<file path="src/rtl/inst_mem_loader_pkg.sv">
// Shared definitions for the instruction-memory loader: FSM encoding,
// default halt marker and the address-width helper.
package inst_mem_loader_pkg;

   localparam logic [1:0] ST_IDLE  = 2'd0;
   localparam logic [1:0] ST_RECV  = 2'd1;
   localparam logic [1:0] ST_WRITE = 2'd2;
   localparam logic [1:0] ST_DONE  = 2'd3;

   typedef enum logic [1:0] {
      IDLE  = ST_IDLE,
      RECV  = ST_RECV,
      WRITE = ST_WRITE,
      DONE  = ST_DONE
   } state_e;

   localparam logic [31:0] HALT_WORD_DEFAULT = 32'hFFFF_FFFF;

   // Address bits needed to index n words (at least one bit).
   function automatic int addr_bits(input int n);
      return (n <= 1) ? 1 : $clog2(n);
   endfunction

endpackage

</file>
<file path="src/rtl/inst_mem_loader_byte_assembler.sv">
// Four-lane byte register that assembles UART bytes into a word.
// word_o already includes the byte being written this cycle, so the
// controller can capture a complete word on the edge that takes the
// last byte.
module byte_assembler #(
   parameter int NBYTE  = 8,
   parameter int NLANES = 4
) (
   input  logic                       clock_i,
   input  logic                       reset_i,
   input  logic                       clear_i,
   input  logic                       wr_en_i,
   input  logic [$clog2(NLANES)-1:0]  lane_i,
   input  logic [NBYTE-1:0]           byte_i,
   output logic [NLANES*NBYTE-1:0]    word_o
);

   logic [NLANES-1:0][NBYTE-1:0] lanes_q, lanes_d;

   // Merge the incoming byte into its lane.
   always_comb begin
      lanes_d = lanes_q;
      if (wr_en_i) lanes_d[lane_i] = byte_i;
   end

   // Lane storage; clear wins over a simultaneous write.
   always_ff @(posedge clock_i or posedge reset_i) begin
      if (reset_i)      lanes_q <= '0;
      else if (clear_i) lanes_q <= '0;
      else              lanes_q <= lanes_d;
   end

   assign word_o = lanes_d;

endmodule

</file>
<file path="src/rtl/inst_mem_loader.sv">
// Program loader: assembles little-endian words from the UART byte
// stream, writes them to instruction memory from address 0, stops on
// the halt word or a full memory, and gates fetch until the load is done.
module inst_mem_loader
   import inst_mem_loader_pkg::*;
#(
   parameter int                 NB_DATA    = 32,
   parameter int                 NBYTE      = 8,
   parameter int                 N_ELEMENTS = 128,
   parameter int                 NB_ADDR    = addr_bits(N_ELEMENTS),
   parameter logic [NB_DATA-1:0] HALT_WORD  = NB_DATA'(HALT_WORD_DEFAULT)
) (
   input  logic               clock_i,
   input  logic               reset_i,
   input  logic               start_i,
   input  logic               rx_done_i,
   input  logic [NBYTE-1:0]   rx_data_i,
   input  logic               fetch_en_i,
   output logic               mem_en_write_o,
   output logic [NB_ADDR-1:0] mem_addr_write_o,
   output logic [NB_DATA-1:0] mem_data_o,
   output logic               mem_en_read_o,
   output logic               load_busy_o,
   output logic               load_done_o,
   output logic               overflow_o,
   output logic [NB_ADDR:0]   word_count_o
);

   localparam int NLANES = NB_DATA / NBYTE;
   localparam int BC_W   = $clog2(NLANES);
   localparam logic [BC_W-1:0]  LAST_LANE = BC_W'(NLANES - 1);
   localparam logic [NB_ADDR:0] FULL_CNT  = (NB_ADDR + 1)'(N_ELEMENTS);

   state_e             state_q;
   logic [BC_W-1:0]    byte_cnt_q;
   logic [NB_ADDR:0]   word_cnt_q;
   logic               wr_en_q;
   logic [NB_ADDR-1:0] addr_q;
   logic [NB_DATA-1:0] data_q;
   logic               busy_q, done_q, ovf_q;

   logic [NB_ADDR:0]   word_cnt_d;
   logic [NB_DATA-1:0] asm_word;
   logic               is_halt, is_full, write_last, asm_we;

   assign word_cnt_d = word_cnt_q + 1'b1;
   assign is_halt    = (data_q == HALT_WORD);
   assign is_full    = (word_cnt_d == FULL_CNT);
   assign write_last = is_halt | is_full;

   // A byte is kept in RECV, and in a WRITE that returns to RECV; start drops it.
   assign asm_we = rx_done_i & ~start_i &
                   ((state_q == RECV) | ((state_q == WRITE) & ~write_last));

   byte_assembler #(
      .NBYTE  (NBYTE),
      .NLANES (NLANES)
   ) u_asm (
      .clock_i (clock_i),
      .reset_i (reset_i),
      .clear_i (start_i),
      .wr_en_i (asm_we),
      .lane_i  (byte_cnt_q),
      .byte_i  (rx_data_i),
      .word_o  (asm_word)
   );

   // Load controller: state, counters and registered memory/status outputs.
   always_ff @(posedge clock_i or posedge reset_i) begin
      if (reset_i) begin
         state_q    <= IDLE;
         byte_cnt_q <= '0;
         word_cnt_q <= '0;
         wr_en_q    <= 1'b0;
         addr_q     <= '0;
         data_q     <= '0;
         busy_q     <= 1'b0;
         done_q     <= 1'b0;
         ovf_q      <= 1'b0;
      end else begin
         wr_en_q <= 1'b0;
         if (start_i) begin
            // Begin or restart; a write already on the bus still completes.
            state_q    <= RECV;
            byte_cnt_q <= '0;
            word_cnt_q <= '0;
            ovf_q      <= 1'b0;
            busy_q     <= 1'b1;
            done_q     <= 1'b0;
         end else begin
            case (state_q)
               RECV: begin
                  if (rx_done_i) begin
                     byte_cnt_q <= byte_cnt_q + 1'b1;
                     if (byte_cnt_q == LAST_LANE) begin
                        state_q <= WRITE;
                        wr_en_q <= 1'b1;
                        addr_q  <= word_cnt_q[NB_ADDR-1:0];
                        data_q  <= asm_word;
                     end
                  end
               end
               WRITE: begin
                  word_cnt_q <= word_cnt_d;
                  if (write_last) begin
                     state_q <= DONE;
                     busy_q  <= 1'b0;
                     done_q  <= 1'b1;
                     ovf_q   <= ~is_halt;
                  end else begin
                     state_q    <= RECV;
                     byte_cnt_q <= rx_done_i ? BC_W'(1) : '0;
                  end
               end
               IDLE, DONE: ;
               default: state_q <= IDLE;
            endcase
         end
      end
   end

   assign mem_en_write_o   = wr_en_q;
   assign mem_addr_write_o = addr_q;
   assign mem_data_o       = data_q;
   assign load_busy_o      = busy_q;
   assign load_done_o      = done_q;
   assign overflow_o       = ovf_q;
   assign word_count_o     = word_cnt_q;
   assign mem_en_read_o    = fetch_en_i & done_q;

endmodule

</file>
<file path="config.mk">
export PLATFORM = sky130hd
export DESIGN_NAME = inst_mem_loader
export DESIGN_NICKNAME = d
export VERILOG_FILES = /design/src/rtl/inst_mem_loader_pkg.sv /design/src/rtl/inst_mem_loader_byte_assembler.sv /design/src/rtl/inst_mem_loader.sv
export SDC_FILE = /design/constraint.sdc
export NUM_CORES = 1
export LEC_CHECK = 0
export BUFFER_PORTS_ARGS = -buffer_cell sky130_fd_sc_hd__buf_2
export CAP_MARGIN = 10
export CORE_ASPECT_RATIO = 1.1
export CORE_MARGIN = 4
export CORE_UTILIZATION = 50
export DETAILED_ROUTE_END_ITERATION = 10
export GPL_TIMING_DRIVEN = 0
export PLACE_DENSITY = 0.72
export REMOVE_ABC_BUFFERS = 1
export SLEW_MARGIN = 20
export SYNTH_ARGS = -nofsm -noshare
export SYNTH_HDL_FRONTEND = slang
export SYNTH_SLANG_ARGS = --single-unit
</file>
<file path="constraint.sdc">
create_clock -name clock_i -period 2.75 [get_ports clock_i]
set_input_delay 0.1375 -clock clock_i [delete_from_list [all_inputs] [get_ports clock_i]]
set_output_delay 0.1375 -clock clock_i [all_outputs]
set_load 0.02 [all_outputs]
</file>
### After elaboration in Yosys (flattened, before gate mapping)

Index checks and enable logic that the tools add are counted.

* flip-flop bits (word level): 87
* output and inout port bits: 52
* input bits: 13
* word-level logic and storage cells: 72

* reductions and logical operators: 8
* multiplexer cells: 30
* order comparisons: 2
* add/subtract/negate cells: 2
* equal/unequal tests: 8
* bitwise gates (word level): 9

Operator list (number)
* two-way mux 32 bit: 2
* bitwise mux 32 bit: 1
* equality test 32 bit (second input constant): 1
* two-way mux 8 bit: 3
* demux 8 bit (select 2 bit): 1
* two-way mux 1 bit: 14
* two-way mux 2 bit: 7
* adder 8 x 1 -> 8 bit (second input constant): 1
* equality test 8 bit (second input constant): 1
* case mux 2 bit (2 select lines): 2
* inequality test 3 bit (second input constant): 2
* AND reduction 3 bit: 2
* AND 1 bit: 4
* equality test 2 bit (second input constant): 2
* AND reduction 4 bit: 1
* nonzero test 2 bit: 2
* < comparator 2 x 3 -> 1 bit (second input constant): 1
* inequality test 3 x 2 -> 1 bit (second input constant): 1
* inverter 1 bit: 3
* nonzero test 3 bit: 1
* adder 2 x 1 -> 2 bit (second input constant): 1
* equality test 2 x 1 -> 1 bit (second input constant): 1
* >= comparator 2 x 1 -> 1 bit (second input constant): 1
* bitwise OR 1 bit: 2
* other kinds (2): 2

### Depth between registers and ports, before layout

Gate-level depths: netlist of run 1.

* depth in word-level cells: 9
* depth in mapped cells: 8
* mapped depth without buffers: 6

### Modules after synthesis

From an unflattened synthesis of run 1, not the netlist that was laid out.

* cells, all modules: 335
* area total of the unflattened synthesis: 4169.0 um^2

By module, submodules not included
* inst_mem_loader: times used 1, area each 2352.3 um^2, seq. area each 1376.3 um^2, cells an instance 184
* byte_assembler: times used 1, area each 1816.7 um^2, seq. area each 800.8 um^2, cells an instance 151

### Least setup slack after synthesis of run 1

No wires, ideal clock.

* kind: register to register
* start point: register word_cnt_q[3] (netlist: word_count_o[3])
* end point: register u_asm.lanes_q[22] (netlist bit)
* path buffers: 2
* library setup time: 104 ps
* arrival time: 1727 ps
* stages on the path, launching flop included: 9
* path slack: 919 ps
* data required time: 2646 ps
* cells stage by stage: dfrtp_1 buf_6 nand4_1 nor3_4 o21ba_4 nor3_2 buf_6 o21ai_1 o41ai_2

* word-level cells in the longest chain between the ends: 9

RTL lines
* from (decl): line inst_mem_loader.sv:36 `logic [NB_ADDR:0] word_cnt_q;`
* from (signal assigned): line inst_mem_loader.sv:104 `word_cnt_q <= word_cnt_d;`
* adder 8 x 1 -> 8 bit: line inst_mem_loader.sv:46 `assign word_cnt_d = word_cnt_q + 1'b1;`
* equality test 8 bit: line inst_mem_loader.sv:48 `assign is_full = (word_cnt_d == FULL_CNT);`
* bitwise OR 1 bit: line inst_mem_loader.sv:49 `assign write_last = is_halt | is_full;`
* inverter 1 bit: line inst_mem_loader.sv:53 `((state_q == RECV) | ((state_q == WRITE) & ~write_last));`
* AND 1 bit: line inst_mem_loader.sv:53
* bitwise OR 1 bit: line inst_mem_loader.sv:53
* AND 1 bit: line inst_mem_loader.sv:52 `assign asm_we = rx_done_i & ~start_i &`
* two-way mux 32 bit: line inst_mem_loader_byte_assembler.sv:23 `if (wr_en_i) lanes_d[lane_i] = byte_i;`
* two-way mux 32 bit: line inst_mem_loader_byte_assembler.sv:29 `else if (clear_i) lanes_q <= '0;`
* to (signal assigned): line inst_mem_loader_byte_assembler.sv:30 `else lanes_q <= lanes_d;`
* to (decl): line inst_mem_loader_byte_assembler.sv:18 `logic [NLANES-1:0][NBYTE-1:0] lanes_q, lanes_d;`

Every way passes these cells.
A chain may end at the register's enable or synchronous reset.

### Worst setup path after layout of run 1

* start point: register byte_cnt_q[0]
* end point: register u_asm.lanes_q[22] (netlist bit)

* word-level cells in the longest chain between the ends: 7
* elaborated cells between the ends (all ways): 8
* those cells by class: order compare (2); mux (5); reduce/logical (1)

RTL lines
* from (decl): line inst_mem_loader.sv:35 `logic [BC_W-1:0] byte_cnt_q;`
* from (signal assigned): line inst_mem_loader.sv:94 `byte_cnt_q <= byte_cnt_q + 1'b1;`
* from (signal assigned): line inst_mem_loader.sv:112 `byte_cnt_q <= rx_done_i ? BC_W'(1) : '0;`
* < comparator 2 x 3 -> 1 bit (implied by the code) or >= comparator 2 x 1 -> 1 bit (tied branches): line inst_mem_loader_byte_assembler.sv:23
* logical AND 1 bit (implied by the code): line inst_mem_loader_byte_assembler.sv:23
* two-way mux 8 bit (implied by the code): line inst_mem_loader_byte_assembler.sv:23
* demux 8 bit (select 2 bit) (*)
* bitwise mux 32 bit (*): line inst_mem_loader_byte_assembler.sv:23
* two-way mux 32 bit (*): line inst_mem_loader_byte_assembler.sv:23
* two-way mux 32 bit (*): line inst_mem_loader_byte_assembler.sv:29

Mark *: on every way between the ends. The rest lies on a longest branch, timed or not.

==> results of run 1 <==
==> power breakdown <==
| group | leakage, nW | internal, mW | switching, mW |
|---|---|---|---|
| registers | 1.06 | 1.32 | 0.126 |
| logic | 0.937 | 0.232 | 0.402 |
| clock network | 0.0744 | 0.323 | 0.416 |
| total | 2.07 | 1.87 | 0.944 |
==> final cells by class <==
class | count | area (um^2) | area share
tap | 105 | 131.4 | 0.02980
inverter | 29 | 111.4 | 0.02526
sequential | 79 | 1977 | 0.4485
clock buffer | 10 | 127.6 | 0.02895
timing repair buffer | 69 | 399.1 | 0.09055
multi-input combinational | 222 | 1625 | 0.3687
clock inverter | 5 | 36.28 | 0.008232
==> logic make-up after synthesis <==
group           share of synthesized area
compound gates                     0.1560
xor+xnor                          0.01580
fa+ha+maj                         0.01612
buf+inv                           0.07189
flops                              0.5093
mux                                0.1080
simple gates                       0.1228
==> layer usage <==
| layer | track usage | up-vias | share of wire |
|---|---|---|---|
| li1 | - | 1366 | - |
| met1 | 0.2461 | 1398 | 0.45 |
| met2 | 0.3017 | 69 | 0.49 |
| met3 | 0.04123 | 10 | 0.045 |
| met4 | 0.07314 | 0 | 0.013 |
| met5 | 0 | - | 0 |
==> sequential cells by signal, summed over array words and instances, names as in the netlist <==
signal	count
byte_cnt_q	2
load_busy_o	1
load_done_o	1
mem_addr_write_o	7
mem_data_o	32
mem_en_write_o	1
overflow_o	1
state_q	2
u_asm.lanes_q	24
word_count_o	8
==> worst reg2reg max path, cell delays in order, from the launching register on <==
cell and delay, ns:
dfrtp_1 0.47, inv_1 0.12, ha_1 0.53, nand2_1 0.13
nor3_2 0.83, o21ai_1 0.20, o41ai_2 0.09
==> how the worst min path moves through the flow <==
| stage | from | to | slack (ns) | cells past startpoint |
|---|---|---|---|---|
| floorplan | start_i | word_count_o[1]$_DFFE_PP0P_ | 0.20 | 1 |
| global route | rx_data_i[3] | u_asm.lanes_q[19]$_DFF_PP0_ | 0.11 | 3 |
| detailed placement | reset_i | word_count_o[5]$_DFFE_PP0P_ | 0.14 | 2 |
| global placement | load_busy_o$_DFFE_PP0P_ | load_busy_o$_DFFE_PP0P_ | 0.46 | 1 |
| finish | rx_data_i[6] | u_asm.lanes_q[14]$_DFF_PP0_ | 0.14 | 3 |
| CTS | rx_data_i[3] | u_asm.lanes_q[11]$_DFF_PP0_ | 0.11 | 3 |
==> cell usage in the layout, fill, tap and decap left out, drive strengths merged <==
master	count
a21oi	28
dfrtp	79
a22oi	1
nor3b	4
a211o	1
nor4	3
xor2	5
or2	1
a311oi	1
dlygate4sd3	1
o21bai	1
clkbuf	10
and3	1
clkinvlp	3
inv	29
o21ai	25
nand2b	1
buf	68
clkinv	2
ha	5
nand2	16
o21ba	1
nor3	7
xnor2	2
nand4	11
o41ai	24
a2111oi	1
nor2	36
mux2	15
and2	2
a211oi	1
mux2i	25
nand3	2
a21o	1
nor2b	1
==> metrics by stage <==
step,setup TNS [ns],setup slack [ns],utilization
3_3_place_gp,-39.38,-0.3804,0.5539
6_report,0,0.2840,0.5866
4_1_cts,0,0.2874,0.5866
2_1_floorplan,0,0.2094,-
3_5_place_dp,0,0.3052,0.5634
5_1_grt,0,0.08588,0.5866
==> metrics.md, run 1 <==
| Metric | Value |
|---|---|
| Yosys warns | 0 |
| Crit-path cells | inv_1, ha_1, nand2_1, nor3_2, o21ai_1, o41ai_2 |
| Final ANT Viol Nets | 0 |
| Share of cells above drive strength 1 | 0.2971 |
| Slowest cell delay on critical path | 0.83 ns |
| Non-filler cells, final | ~520 |
| CTS hold repair buffers | 1 |
| Synth Flop Type | dfrtp_1 |
| Vias per inst | approximately 5.5 |
| CTS sink count | 79 |
| N_diodes | 0 |
| Die Span Y | between 100 and 150 um |
| Crit path launch | byte_cnt_q[0]$_DFFE_PP0P_ |
| Top cell type's share of synthesized area | 0.5093 |
| Initial Util | 0.5165 |
| Max-Cap Viols | 0 |
| Syn_area_per_cell | between 10 and 15 um^2 |
| TritonCTS clock tree | yes |
| Status | finished, final reports clean |
| Most frequent cells after synthesis | dfrtp_1 (79), nor2_1 (35), a21oi_1 (28), inv_1 (28), mux2i_1 (25) |
| Core Box Area | ~7500 um^2 |
| Synth top area cells | dfrtp_1 (51%), mux2i_1 (6.4%), mux2_2 (4.4%) |
| H-tree level count | 3 |
| Pwr dens | 639.4 nW/um^2 |
| R2R cell count | 6 |
| Largest net degree at the start of global routing | between 50 and 60 |
| Clk_lat worst skew | 0.34 ns |
| Finished Cell Area | 4408 um^2 |
| Vias in the first global route | approximately 2800 |
| Crit path to | u_asm.lanes_q[22]$_DFF_PP0_ |
| Number of synthesized flops with an enable pin | 0 |
| Post-route clock period utilization | 0.8967 |
| Mapped cell area | 3881 um^2 |
| FMAX | ~400 MHz |
| Final hold slack | approximately 0.14 ns |
| Placed cell area | 4234 um^2 |
| Worst Path Arrival | roughly 2.7 ns |
| First-pass GRT wire length | roughly 14 mm |
| Worst Setup Path Type | flip-flop to flip-flop |
| Sequential area share after synthesis | 0.5093 |
| Clk_skew | between 0.007 and 0.008 ns |
| Crit Reg-Reg Startpoint | byte_cnt_q[0]$_DFFE_PP0P_ |
| Final WL | 8.212 mm |
| CP Buf/Inv Count | 1 |
| HPWL after DPL | between 5 and 6 mm |
| Row count | 33 |
| Pre-antenna DRT Iters | 4 |
| Total power | roughly 2.8 mW |
| RD Place Congestion | about 0.77 |
| Postcts setup bufs | 0 |
| Area grow syn2layout | 13.57% |
| Die width | approximately 92 um |
| Synth async-reset ratio | 1.000 |
| Unrepaired setup endpoints after global routing | no |
| Syn Inst Count | between 300 and 400 |
| Nets | 428 |
| Register-to-register setup slack | 0.28 ns |
| CTS buffer count | 9 |
| Worst Path Max Fanout | 16 |
| Worst slew pin tran | between 1 and 1.5 ns |
| Element type at the critical path end | flip-flop |
| Iter 0 DRT Violations | about 130 |
| Worst-path clk slew | 0.08 ns |
| Startpoint Class | flip-flop |
| R2R Path End | u_asm.lanes_q[22]$_DFF_PP0_ |
| Port Buf Inserts | 64 |
| Gr usage total | 0.1865 |
| Number of max-slew violations in the final report | 0 |
| Period minus WS final | ~2.5 ns |
| Synth area leader | dfrtp_1 |
| Initial antenna violation count | 0 |
| Critical Path RT | 2.99 ns |
| Rel. slew slack | 0.2863 |
| Drc violations | 0 |
| Count leader, synth | dfrtp_1 |
| Leak | ~2.1 nW |
| Filler cells | 680 |
| Io pins | between 60 and 70 |
| Die area | around 9000 um^2 |
| Clk buf depth | 2 |
| Worst path depth | 6 |
| Slowest cell on the critical path | nor3_2 |
| WL per Instance | 15.82 um |
| Vias | about 2800 |
| Final Hold Fails | 0 |
| Max VDD drop | a little over 0.3 mV |
| Number of synthesized register bits | approximately 80 |
| Hold Path Class | primary input to flip-flop |
| Inst Count DP | 503 |
| Distinct cells, synth | 44 |
| Root Buffer | clkbuf_8 |
| Cell family with most CP delay | simple AND/OR/NAND/NOR gates |
| PostCTS Resize Cnt | 0 |
| Setup Viol. Count Final | 0 |
| Total gr overflow | 0 |
Note: power is estimated with default switching activity, not from simulation.
==> run 2: changes to the inputs <==
--- a/config.mk
+++ b/config.mk
@@ -9,10 +9,10 @@
 export CAP_MARGIN = 10
 export CORE_ASPECT_RATIO = 1.1
 export CORE_MARGIN = 4
-export CORE_UTILIZATION = 50
+export CORE_UTILIZATION = 55
 export DETAILED_ROUTE_END_ITERATION = 10
 export GPL_TIMING_DRIVEN = 0
-export PLACE_DENSITY = 0.72
+export PLACE_DENSITY = 0.78
 export REMOVE_ABC_BUFFERS = 1
 export SLEW_MARGIN = 20
 export SYNTH_ARGS = -nofsm -noshare
==> metrics.md, run 2 (same netlist as run 1, synthesis figures left out) <==
| Metric | Value |
|---|---|
| Status | finished, final reports clean |
| Port Buf Inserts | 64 (unchanged) |
| Pre-antenna DRT Iters | 4 (unchanged) |
| Total gr overflow | 0 (unchanged) |
| Final ANT Viol Nets | 0 (unchanged) |
| Most common cell after layout, fill and taps aside | dfrtp_1 |
| Leak | 2.086 nW (+0.89%) |
| Die width | 88.10 um (-4.2%) |
| Crit path launch | byte_cnt_q[0]$_DFFE_PP0P_ |
| Unrepaired setup endpoints after global routing | no |
| TritonCTS clock tree | yes |
| Worst Path Arrival | 2.66 ns (-0.04 ns) |
| RD Place Congestion | 0.7404 (-4.3%) |
| Clk_skew | 0.007688 ns (+0.00003101 ns) |
| Critical Path RT | 2.97 ns (-0.02 ns) |
| First-pass GRT wire length | 13.41 mm (-1.3%) |
| Inst Count DP | 480 (-4.6%) |
| Rel. slew slack | 0.2754 (-0.01086) |
| Initial antenna violation count | 0 (unchanged) |
| HPWL after DPL | 5.693 mm (+0.90%) |
| Worst slew pin tran | 1.081 ns (+0.01621 ns) |
| Vias | 2862 (+0.67%) |
| Filler cells | 534 (-21%) |
| Nets | 428 (unchanged) |
| Switching Fraction | 0.3252 (-0.009840) |
| Worst-path clk slew | 0.08 ns (about the same) |
| Clock power frac | 0.281 (+0.019) |
| Non-filler cells, final | 497 (-4.2%) |
| Pwr dens | 655.0 nW/um^2 (+2.4%) |
| Number of flip-flops under the largest register name | 32 (unchanged) |
| Share of cells above drive strength 1 | 0.3012 (+0.004103) |
| H-tree level count | 3 (unchanged) |
| Startpoint Class | flip-flop |
| Hold Path Class | primary input to flip-flop |
| Die Span Y | 96.11 um (-4.3%) |
| Core Box Area | 6710 um^2 (-11%) |
| Comb power frac | 0.221 (-0.004) |
| Number of max-slew violations in the final report | 0 (unchanged) |
| Worst Setup Path Type | flip-flop to flip-flop |
| Clk buf depth | 2 (unchanged) |
| PostCTS Resize Cnt | 0 (unchanged) |
| Sequential share of power | 0.498 (-0.015) |
| Max-Cap Viols | 0 (unchanged) |
| Total power | 2.896 mW (+2.8%) |
| Area grow syn2layout | 13.93% |
| Pint | 1.954 mW (+4.3%) |
| Element type at the critical path end | flip-flop |
| CTS buffer count | 9 (unchanged) |
| WL per Instance | 16.42 um (+3.8%) |
| Final Hold Fails | 0 (unchanged) |
| Drc violations | 0 (unchanged) |
| Clk_lat worst skew | 0.34 ns (about the same) |
| Psw | 0.9419 mW (-0.25%) |
| Vias in the first global route | 2868 (+3.1%) |
| Die area | 8466 um^2 (-8.4%) |
| Vias per inst | 5.759 (+5.1%) |
| Crit Reg-Reg Startpoint | byte_cnt_q[0]$_DFFE_PP0P_ |
| Io pins | 65 (unchanged) |
| CTS sink count | 79 (unchanged) |
| Worst Path Max Fanout | 16 (unchanged) |
| N_diodes | 0 (unchanged) |
| Iter 0 DRT Violations | 113 (-14%) |
| Setup Viol. Count Final | 0 (unchanged) |
| Period minus WS final | 2.436 ns (-0.02958 ns) |
| Final WL | 8.162 mm (-0.61%) |
| Root Buffer | clkbuf_8 |
| Largest net degree at the start of global routing | 52 (-5.5%) |
| Gr usage total | 0.2050 (+0.01847) |
| Commonest cells after routing, fill and taps aside | dfrtp_1 (79), buf_2 (64), nor2_1 (35) |
| Hold Crit Start | rx_data_i[0] |
| FMAX | 410.4 MHz (+1.2%) |
| Post-route clock period utilization | 0.8860 (-0.01076) |
| Max VDD drop | 0.4125 mV (+32%) |
| Initial Util | 0.5784 (+0.06192) |
| Row count | 31 (-6.1%) |
[run 2: final timing paths]
path	to	slack [ns]	cells past startpoint
min	u_asm.lanes_q[0]$_DFF_PP0_	0.12	3
max in group asynchronous	u_asm.lanes_q[21]$_DFF_PP0_	1.85	4
min reg2reg	load_busy_o$_DFFE_PP0P_	0.47	1
min in group asynchronous	mem_addr_write_o[5]$_DFFE_PP0P_	0.33	3
max	u_asm.lanes_q[21]$_DFF_PP0_	0.31	6
max reg2reg	u_asm.lanes_q[21]$_DFF_PP0_	0.31	6
[run 2: power by group through the flow]
stage	registers (mW)	logic (mW)	clock network [mW]
after floorplan	1.62	0.235	0
after global placement	1.46	0.621	0
after detailed placement	1.46	0.647	0
after CTS	1.44	0.649	0.835
after global routing	1.47	0.701	0.889
final	1.44	0.640	0.815
[run 2: worst max-delay path: stages, from the launching register on]
cell     delay, ns
dfrtp_1       0.46
inv_1         0.12
ha_1          0.51
nand2_1       0.13
nor3_2        0.84
o21ai_1       0.15
o41ai_1       0.10
[run 2: timing repair]
item                                   4_1_cts  5_1_grt
endpoints found under the hold margin       28        0
hold buffers                                 1        0
setup buffers                                0        0
[run 2: layout make-up]
class / count / area, um^2 / area share
clock buffers: 12 / 165.2 / 0.03735
clock inverters: 4 / 28.78 / 0.006508
inverters: 29 / 111.4 / 0.02518
multi-input cells: 222 / 1638 / 0.3704
flip-flops and latches: 79 / 1977 / 0.4471
well taps: 82 / 102.6 / 0.02320
repair buffers: 69 / 399.1 / 0.09027
[run 2: stage by stage]
stage	hold WS, ns	worst slack, ns	util	setup TNS, ns	cell area, um^2
2_1_floorplan	0.2006	0.2094	-	0	3711
3_3_place_gp	0.4548	-0.3433	0.6161	-32.27	4134
3_5_place_dp	0.1576	0.3656	0.6267	0	4205
4_1_cts	0.1035	0.3553	0.6571	0	4409
5_1_grt	0.1290	0.1027	0.6590	0	4422
6_report	0.1182	0.3135	0.6590	0	4422
[run 2: layer usage]
layer	up-vias	track usage	share of wire
met5	-	0	0
met4	0	0.08438	0.016
met3	13	0.02997	0.039
met2	65	0.3480	0.51
met1	1419	0.2631	0.43
li1	1365	-	-
==> run 3: changes to the inputs <==
--- a/config.mk
+++ b/config.mk
@@ -9,12 +9,11 @@
 export CAP_MARGIN = 10
 export CORE_ASPECT_RATIO = 1.1
 export CORE_MARGIN = 4
-export CORE_UTILIZATION = 55
+export CORE_UTILIZATION = 35
 export DETAILED_ROUTE_END_ITERATION = 10
 export GPL_TIMING_DRIVEN = 0
-export PLACE_DENSITY = 0.78
 export REMOVE_ABC_BUFFERS = 1
-export SLEW_MARGIN = 20
+export SLEW_MARGIN = 5
 export SYNTH_ARGS = -nofsm -noshare
 export SYNTH_HDL_FRONTEND = slang
 export SYNTH_SLANG_ARGS = --single-unit
==> constraint.sdc (replaced) <==
create_clock -name clock_i -period 2.2 [get_ports clock_i]
set_input_delay 0.11 -clock clock_i [delete_from_list [all_inputs] [get_ports clock_i]]
set_output_delay 0.11 -clock clock_i [all_outputs]
set_load 0.02 [all_outputs]
==> metrics.md, run 3 (same netlist as run 1, synthesis figures left out) <==
| Metric | Value |
|---|---|
| Number of max-slew violations in the final report | 0 (unchanged) |
| Hold Crit Start | rx_data_i[0] |
| Crit path launch | mem_data_o[19]$_DFFE_PP0P_ |
| Max-Cap Viols | 0 (unchanged) |
| Final Hold Fails | 0 (unchanged) |
| Port Buf Inserts | 64 (unchanged) |
| Worst Path Arrival | 2.24 ns (-0.42 ns) |
| Post-route clock period utilization | 0.9278 (+0.04179) |
| Fin worst setup slack | 0.1589 ns (-0.1546 ns) |
| Psw | 1.300 mW (+38%) |
| Final WL | 9.051 mm (+11%) |
| Pint | 3.100 mW (+59%) |
| WL per Instance | 15.93 um (-3.0%) |
| Final hold slack | 0.09695 ns (-0.02123 ns) |
| Status | finished, final reports clean |
| Initial antenna violation count | 0 (unchanged) |
| RD Place Congestion | 0.8003 (+8.1%) |
| Hold Path Stages | 3 (unchanged) |
| Iter 0 DRT Violations | 159 (+41%) |
| Startpoint Class | flip-flop |
| Crit-path cells | nand4_1, nor4_1, and2_2, nor3_4, buf_12, o41ai_1 |
| Area grow syn2layout | 23.95% |
| Pre-antenna DRT Iters | 4 (unchanged) |
| Clock power frac | 0.403 (+0.122) |
| Nets | 434 (+1.4%) |
| Unrepaired setup endpoints after global routing | no |
| Period minus WS final | 2.041 ns (-0.3954 ns) |
| Io pins | 65 (unchanged) |
| R2R Path End | u_asm.lanes_q[21]$_DFF_PP0_ |
| Commonest cells after routing, fill and taps aside | dfrtp_1 (79), buf_2 (64), nor2_1 (35) |
| Share of cells above drive strength 1 | 0.3183 (+0.01708) |
| Worst Hold Endpoint | u_asm.lanes_q[16]$_DFF_PP0_ |
| HPWL after DPL | 6.039 mm (+6.1%) |
| Slowest cell delay on critical path | 0.48 ns (-0.36 ns) |
| Setup Viol. Count Final | 0 (unchanged) |
| Leak | 2.204 nW (+5.7%) |
| N_diodes | 0 (unchanged) |
| Row count | 40 (+29%) |
| Worst Setup Path Type | flip-flop to flip-flop |
| Vias | 2856 (-0.21%) |
| Worst-path clk slew | 0.06 ns (-0.02 ns) |
| Switching Fraction | 0.2954 (-0.02977) |
| Final ANT Viol Nets | 0 (unchanged) |
| Gr usage total | 0.1480 (-0.05704) |
| CTS buffer count | 9 (unchanged) |
| TritonCTS clock tree | yes |
| Die width | 108.4 um (+23%) |
| Critical Path RT | 2.40 ns (-0.57 ns) |
| Slowest cell on the critical path | nor4_1 |
| H-tree level count | 3 (unchanged) |
| Element type at the critical path end | flip-flop |
| Clk buf depth | 2 (unchanged) |
| Vias in the first global route | 2816 (-1.8%) |
| FMAX | 489.9 MHz (+19%) |
| Register-to-register setup slack | 0.16 ns (-0.15 ns) |
| Drc violations | 0 (unchanged) |
| Hold Path Class | primary input to flip-flop |
| Die area | 12840 um^2 (+52%) |
| Worst Path Max Fanout | 16 (unchanged) |
| Clk_lat worst skew | 0.34 ns (about the same) |
| Worst slew pin tran | 1.071 ns (-0.01028 ns) |
| Initial Util | 0.3574 (-0.2210) |
| Die Span Y | 118.4 um (+23%) |
| Clk_skew | 0.01142 ns (+0.003737 ns) |
| CTS sink count | 79 (unchanged) |
| Largest net degree at the start of global routing | 55 (+5.8%) |
| Total gr overflow | 0 (unchanged) |
| R2R cell count | 6 (unchanged) |
| Comb power frac | 0.186 (-0.035) |
| Max VDD drop | 0.4212 mV (+2.1%) |
| Pre-CTS setup slack | -0.2245 ns (-0.5900 ns) |
| Vias per inst | 5.028 (-13%) |
| Pwr dens | 914.6 nW/um^2 (+40%) |
| Root Buffer | clkbuf_16 |
| Crit Reg-Reg Startpoint | mem_data_o[19]$_DFFE_PP0P_ |
| Number of flip-flops under the largest register name | 32 (unchanged) |
| Rel. slew slack | 0.2862 (+0.01078) |
| Sequential share of power | 0.411 (-0.087) |
| Core Box Area | 10860 um^2 (+62%) |
| Most common cell after layout, fill and taps aside | dfrtp_1 |
| First-pass GRT wire length | 14.83 mm (+11%) |
## run 3: cell types whose count changed in the layout (fill, tap and decap cells not counted), sizes merged
cell and change:
clkinvlp -1, bufinv +3, buf +6, inv +2, clkbuf -2, clkinv -2
## run 3: worst max path at each step
stage	to	slack [ns]	cells after the start
final	u_asm.lanes_q[21]$_DFF_PP0_	0.16	6
after global routing	u_asm.lanes_q[8]$_DFF_PP0_	0.005	6
after CTS	mem_data_o[31]$_DFFE_PP0P_	0.01	6
after detailed placement	u_asm.lanes_q[1]$_DFF_PP0_	-0.22	6
after global placement	mem_addr_write_o[5]$_DFFE_PP0P_	-0.98	4
after floorplan	mem_data_o[24]$_DFFE_PP0P_	-0.34	4
## run 3: critical path, delay by kind of cell, from the launching register on
| family | cells | cell delay [ns] |
|---|---|---|
| and+or+nand+nor | 4 | 1.03 |
| DFF | 1 | 0.38 |
| AOI/OAI and AO/OA | 1 | 0.35 |
| buffers and inverters | 1 | 0.15 |
## run 3: per-stage QoR
step | std cells | power [mW] | utilization | area (um^2) | setup TNS, ns
2_1_floorplan | 330 | 2.315 | - | 3711 | -7.631
3_3_place_gp | 541 | 2.622 | 0.3881 | 4215 | -110.86
3_5_place_dp | 545 | 2.651 | 0.3962 | 4303 | -3.441
4_1_cts | 562 | 4.436 | 0.4336 | 4710 | 0
5_1_grt | 568 | 4.619 | 0.4430 | 4811 | 0
6_report | 568 | 4.400 | 0.4430 | 4811 | 0
## run 3: power groups by stage
stage / combinational, mW / sequential, mW / clock (mW)
3_3_place_gp: 0.794 / 1.83 / 0
2_1_floorplan: 0.293 / 2.02 / 0
6_report: 0.818 / 1.81 / 1.77
5_1_grt: 0.901 / 1.84 / 1.88
3_5_place_dp: 0.816 / 1.83 / 0
4_1_cts: 0.830 / 1.81 / 1.80
## run 3: repair_timing
action | CTS | global route
hold buffers | 1 | 0
buffers inserted | 0 | 6
pin swaps | 1 | 3
resized for setup | 8 | 1
endpoints found under the hold margin | 25 | 0
endpoints found under the setup margin | 24 | 18
## run 3: final cells by class
| class | count | area [um^2] |
|---|---|---|
| timing repair buffer | 75 | 510.5 |
| fill | 1036 | 6050 |
| inverter | 29 | 111.4 |
| sequential | 79 | 1977 |
| multi-input combinational | 222 | 1674 |
| tap | 147 | 183.9 |
| clock inverter | 6 | 115.1 |
| clock buffer | 10 | 239.0 |
## run 3: layer usage
metal,track usage,vias to the layer above,routed length [um]
met5,0,-,0
met4,0.04499,0,124
met3,0.03878,7,445
met2,0.2334,79,4423
met1,0.1985,1390,4057
li1,-,1380,-
